**src/rtl/id_inst_buffer_pkg.sv**
```systemverilog
// Shared widths and defaults for the fetch-to-decode instruction buffer.
package id_inst_buffer_pkg;

    localparam int BUS_64       = 64;
    localparam int BUS_32       = 32;
    localparam int ID_BUF_DEPTH = 4;

    // Storage word layout: {fault, pc_pred, pc, inst}
    function automatic int id_buf_word_w(input int pc_w, input int inst_w);
        return 2 * pc_w + inst_w + 1;
    endfunction

endpackage

```
**src/rtl/id_buf_mem.sv**
```systemverilog
// Register array: one synchronous write port, one asynchronous read port.
// Every word clears to zero on reset so the head outputs read zero afterwards.
module id_buf_mem
    import id_inst_buffer_pkg::*;
#(
    parameter int DEPTH = ID_BUF_DEPTH,
    parameter int WIDTH = id_buf_word_w(BUS_64, BUS_32),
    parameter int AW    = $clog2(DEPTH)
) (
    input  logic             clk,
    input  logic             rst,
    input  logic             i_we,
    input  logic [AW-1:0]    i_waddr,
    input  logic [WIDTH-1:0] i_wdata,
    input  logic [AW-1:0]    i_raddr,
    output logic [WIDTH-1:0] o_rdata
);

    logic [WIDTH-1:0] r_mem [DEPTH];

    // Write the pushed bundle; clear every entry on reset.
    always_ff @(posedge clk or negedge rst) begin
        if (!rst) begin
            for (int i = 0; i < DEPTH; i++) begin
                r_mem[i] <= '0;
            end
        end else if (i_we) begin
            r_mem[i_waddr] <= i_wdata;
        end
    end

    // Head is read straight out of storage, no output register.
    always_comb begin
        o_rdata = r_mem[i_raddr];
    end

endmodule

```
**src/rtl/id_inst_buffer.sv**
```systemverilog
// Instruction buffer between fetch and decode. Holds up to DEPTH bundles in
// FIFO order, back-pressures fetch when full, and discards everything on flush.
//
// Handshake: both sides use req/ack. A transfer happens on a rising edge where
// req and ack are both high. req is the producer's claim that the data is valid
// and must hold its data while high; ack is the consumer's willingness for this
// cycle. Fetch side: push = i_fetched_req & o_fetched_ack. Decode side:
// pop = o_decoded_req & i_decoded_ack.
//
// With FULL_PASS=1, o_fetched_ack depends combinationally on i_decoded_ack
// (a full buffer accepts a push in the cycle decode pops). The integrating
// pipeline must not make i_decoded_ack depend on o_fetched_ack, or a
// combinational loop results.
module id_inst_buffer
    import id_inst_buffer_pkg::*;
#(
    parameter int DEPTH     = ID_BUF_DEPTH,
    parameter int PC_W      = BUS_64,
    parameter int INST_W    = BUS_32,
    parameter int FULL_PASS = 0
) (
    input  logic                       clk,
    input  logic                       rst,
    input  logic                       i_fetched_req,
    output logic                       o_fetched_ack,
    input  logic [PC_W-1:0]            i_pc,
    input  logic [INST_W-1:0]          i_inst,
    input  logic [PC_W-1:0]            i_pc_pred,
    input  logic                       i_fault,
    output logic                       o_decoded_req,
    input  logic                       i_decoded_ack,
    output logic [PC_W-1:0]            o_pc,
    output logic [INST_W-1:0]          o_inst,
    output logic [PC_W-1:0]            o_pc_pred,
    output logic                       o_fault,
    input  logic                       i_flush,
    output logic [$clog2(DEPTH+1)-1:0] o_count,
    output logic                       o_full,
    output logic                       o_empty
);

    localparam int   PTR_W   = $clog2(DEPTH);
    localparam int   CNT_W   = $clog2(DEPTH + 1);
    localparam int   WORD_W  = id_buf_word_w(PC_W, INST_W);
    localparam logic LP_PASS = (FULL_PASS != 0);

    logic [PTR_W-1:0]  r_wr_ptr;
    logic [PTR_W-1:0]  r_rd_ptr;
    logic [CNT_W-1:0]  r_count;
    logic              w_push;
    logic              w_pop;
    logic [WORD_W-1:0] w_wdata;
    logic [WORD_W-1:0] w_rdata;

    // Status flags and handshake outputs derived from occupancy.
    always_comb begin
        o_count       = r_count;
        o_full        = (r_count == CNT_W'(DEPTH));
        o_empty       = (r_count == '0);
        o_decoded_req = !o_empty;
        o_fetched_ack = rst & !i_flush & (!o_full | (LP_PASS & i_decoded_ack));
        w_push        = i_fetched_req & o_fetched_ack;
        w_pop         = o_decoded_req & i_decoded_ack;
        w_wdata       = {i_fault, i_pc_pred, i_pc, i_inst};
    end

    // Unpack the head word into the payload outputs.
    always_comb begin
        o_inst    = w_rdata[INST_W-1:0];
        o_pc      = w_rdata[INST_W +: PC_W];
        o_pc_pred = w_rdata[INST_W+PC_W +: PC_W];
        o_fault   = w_rdata[WORD_W-1];
    end

    // Pointers and occupancy; flush overrides any push or pop in the same cycle.
    always_ff @(posedge clk or negedge rst) begin
        if (!rst) begin
            r_wr_ptr <= '0;
            r_rd_ptr <= '0;
            r_count  <= '0;
        end else if (i_flush) begin
            r_wr_ptr <= '0;
            r_rd_ptr <= '0;
            r_count  <= '0;
        end else begin
            if (w_push) begin
                r_wr_ptr <= r_wr_ptr + PTR_W'(1);
            end
            if (w_pop) begin
                r_rd_ptr <= r_rd_ptr + PTR_W'(1);
            end
            if (w_push && !w_pop) begin
                r_count <= r_count + CNT_W'(1);
            end else if (w_pop && !w_push) begin
                r_count <= r_count - CNT_W'(1);
            end
        end
    end

    id_buf_mem #(
        .DEPTH (DEPTH),
        .WIDTH (WORD_W),
        .AW    (PTR_W)
    ) u_mem (
        .clk     (clk),
        .rst     (rst),
        .i_we    (w_push),
        .i_waddr (r_wr_ptr),
        .i_wdata (w_wdata),
        .i_raddr (r_rd_ptr),
        .o_rdata (w_rdata)
    );

endmodule
```
**config.mk**
```make
export PLATFORM = sky130hd
export DESIGN_NAME = id_inst_buffer
export DESIGN_NICKNAME = d
export VERILOG_FILES = /design/src/rtl/id_inst_buffer_pkg.sv /design/src/rtl/id_buf_mem.sv /design/src/rtl/id_inst_buffer.sv
export SDC_FILE = /design/constraint.sdc
export NUM_CORES = 1
export LEC_CHECK = 0
export ABC_AREA = 1
export BUFFER_PORTS_ARGS = -buffer_cell sky130_fd_sc_hd__buf_2
export CAP_MARGIN = 40
export CORE_ASPECT_RATIO = 0.8
export CORE_UTILIZATION = 55
export DETAILED_ROUTE_END_ITERATION = 10
export PLACE_DENSITY_LB_ADDON = 0.08
export SLEW_MARGIN = 20
export SYNTH_ARGS = -nofsm -noshare
export SYNTH_HDL_FRONTEND = slang
export SYNTH_HIERARCHICAL = 1
export SYNTH_SLANG_ARGS = --single-unit
```
**constraint.sdc**
```tcl
create_clock -name clk -period 1.9 [get_ports clk]
set_input_delay 0.095 -clock clk [delete_from_list [all_inputs] [get_ports clk]]
set_output_delay 0.095 -clock clk [all_outputs]
set_load 0.01 [all_outputs]
```
==> summary.txt <==
Outcome = finished, violations left
Failing checks = negative setup slack
Largest cells by area after synthesis = dfrtp_1 (48%), nand2_1 (22%), inv_1 (9.0%)
TritonCTS buffer count = 68
I/O pins = 334
Final hold slack = 0.177 ns
Post-Synth Adder-Cell Area = 0.0591%
Top-area cell type share of the netlist area = 48.1%
CP max stage delay = 0.56 ns
Dpl hpwl = 55800 µm
FF-to-FF setup slack = 0.05 ns
Clk root buf = clkbuf_16
Endpoints failing setup = 161
Compound-cell area share of the yosys netlist = 2.53%
Main combinational cell family by area after synthesis = simple AND/OR/NAND/NOR gates
Comb pwr share = 36.2%
Global route total overflow = 0
Crit path required time = 1.80 ns
Final Hold Viols = 0
Routed wire length = 110000 µm
Crit path max fanout = 10
Top-count cell post-synth = nand2_1
Largest net degree at the start of global routing = 134
Relative slew margins = 46.5%
Worst-margin pin slew = 0.802 ns
Drt first pass iters = 6
Nets = 5276
Clock skew = 0.0208 ns
Synth top cells by count = nand2_1 (1941), inv_1 (813), dfrtp_1 (651)
Power Dens Cells = 1190 nW/µm²
Initial antenna violation count = 8
Vias in the first global route = 30100
Final period utilization = 117%
Sequential element share of the synthesized area = 48.1%
DRC viols = 0
Flops & latches, synth = 651
Sequential power share = 35.8%
Worst-path cell chain = inv_16 > buf_16 > buf_12 > clkbuf_16 > nand2_2 > nand3_1 > nand2_1 > buf_2
Height of the chip = 224 µm
Number of nets with antenna violations after routing = 0
Synth Net Count = 4911
Main synth FF type = dfrtp_1
Post-synthesis cell count = 4744
Final setup TNS = -40.65 ns
RePlAce Congestion = 0.797
Port Buf Inserts = 333
Multiplexer share of the synthesized area = 0%
Worst-Skew Late Latency = 0.61 ns
Wire per inst = 18.3 µm
Power Total = 50100 µW
Worst path arrival time = 2.13 ns
Post-Synth XOR/XNOR Area = 0.0517%
Non-Filler Instances = 5986
Number of enable flip-flop cells after synthesis = 0
First-pass GRT wire length = 168000 µm
Final worst slack = -0.325 ns
Internal power = 32000 µW
Crit start category = flip-flop
Vias = 32400
Sw Ratio = 36.2%
CP Capture Type = primary output
Post-Syn Area = 33900 µm²
Leak = 0.0233 µW
Net Switching = 18100 µW
Via/cell ratio = 5.41
Asr flop ratio synth = 100%
Max clock buf depth = 3
Fillers = 5036
Clock power share = 28.1%
Total GRT Usage = 33.7%
CP Class = reg2out
Max-cap violations = 0
FF+latch area = 16300 µm²
Slowest-stage cell, CP = dfrtp_4
Layout area overhead = 24.5%
F_max = 0.449 GHz
Die W = 279 µm
Placement Setup Slack = 0.0557 ns
CTS H-tree lvls = 3
Worst vdd ir = 814 µV
CTS Sinks = 651
Pins over their slew limit = 0
Core area = 60300 µm²
Hold crit path type = in2async
Synth area leader = dfrtp_1
Initial core utilization = 56.2%
CP bufs+invs = 5
Mapped Avg Cell Area = 7.14 µm²
Simple-Gate Fraction of Synth Area = 35.2%
Ratio of cells with drive above 1 in the final layout = 14.2%
Cells after DPL = 5651
Footprint of the multi-input gates = 13400 µm²
Fin crit period = 2.23 ns
Die Footprint = 62600 µm²
Yosys cell types = 27
Cell Rows = 80
RSZ-0062 raised after global routing = yes
DR iter-0 viols = 3939
CP delay by family, top = buffers and inverters
Worst-path clk slew = 0.06 ns
TritonCTS clock tree = done
Count of warnings emitted by yosys = 6
## final cells by class
class	count	area share [%]
multi-input combinational	2939	31.7
clock inverter	18	0.581
timing repair buffer	628	14.2
antenna	6	0.0356
inverter	821	7.43
clock buffer	103	4.95
sequential	651	38.7
tap	820	2.43
## placed cells by master (no fill, tap or decap), types with 2 or more instances in the layout
cell / count
nand2_1: 1841
inv_1: 812
dfrtp_1: 647
nand3_1: 451
nand4_1: 325
buf_2: 305
dlygate4sd3_1: 165
o21ai_1: 122
clkbuf_16: 88
nand2_2: 77
buf_12: 56
o21ai_0: 41
nand3_2: 36
buf_6: 30
nand2_4: 28
buf_4: 28
buf_16: 25
clkbuf_1: 15
clkbuf_8: 15
clkinv_2: 10
diode_2: 6
bufinv_16: 6
nand3_4: 5
dfrtp_4: 4
nor2_1: 3
buf_8: 3
nor2_4: 2
inv_4: 2
inv_2: 2
a21oi_1: 2
clkinvlp_4: 2
inv_6: 2
## path summary, 6_finish.rpt
path	startpoint	endpoint	cells after the start
worst max-delay path	r_rd_ptr[0]	o_pc_pred[61]	8
worst min-delay path	rst	u_mem/r_mem[280]	3
worst max register to register	o_count[1]	u_mem/r_mem[154]	9
worst min register to register	u_mem/r_mem[509]	u_mem/r_mem[509]	2
max in group asynchronous	rst	u_mem/r_mem[548]	4
min in group clk	i_pc[59]	u_mem/r_mem[91]	4
## worst register-to-register path, delay by kind of cell (launching register included)
kind                   cells  cell delay [ns]
buffers and inverters      3             0.57
and+or+nand+nor            5             0.68
AOI/OAI and AO/OA          1             0.11
DFF                        1             0.40
## timing repair
item,in CTS,in global routing
cloned,11,19
endpoints found under the setup margin,161,327
hold endpoints to repair,838,0
buffers inserted,12,2
resized for setup,111,137
hold buffers,165,0
pin swaps,41,22
## per-layer routing
layer | track usage (%) | wire length, µm | vias up
met5 | 0 | 13 | -
met4 | 9.82 | 2460 | 2
met3 | 5.12 | 9900 | 181
met2 | 52.9 | 49900 | 1502
met1 | 48.5 | 47200 | 15400
li1 | - | - | 15300
## per-stage QoR
step                util (%)  instance area [µm²]
finish                  70.0                42200
CTS                     68.3                41200
global placement        60.3                36300
detailed placement      60.3                36300
floorplan                  -                33900
global route            70.0                42200
## power groups by stage
stage	clock [µW]	sequential (µW)	combinational, µW
after CTS	14200	17900	16600
after global placement	0	18000	14500
after floorplan	0	17800	9250
after detailed placement	0	18100	14700
final	14100	17900	18100
after global routing	14800	18200	19900
## registers in the layout (all words and copies together) (netlist names)
register and flops:
r_wr_ptr 2, r_rd_ptr 2, o_count 3, u_mem/r_mem 644
## logic make-up after synthesis
group           count (synthesis)
compound gates                168
flops                         651
xor+xnor                        2
buf+inv                      1154
simple gates                 2768
fa+ha+maj                       1
Power figures use the tool's default switching activity.
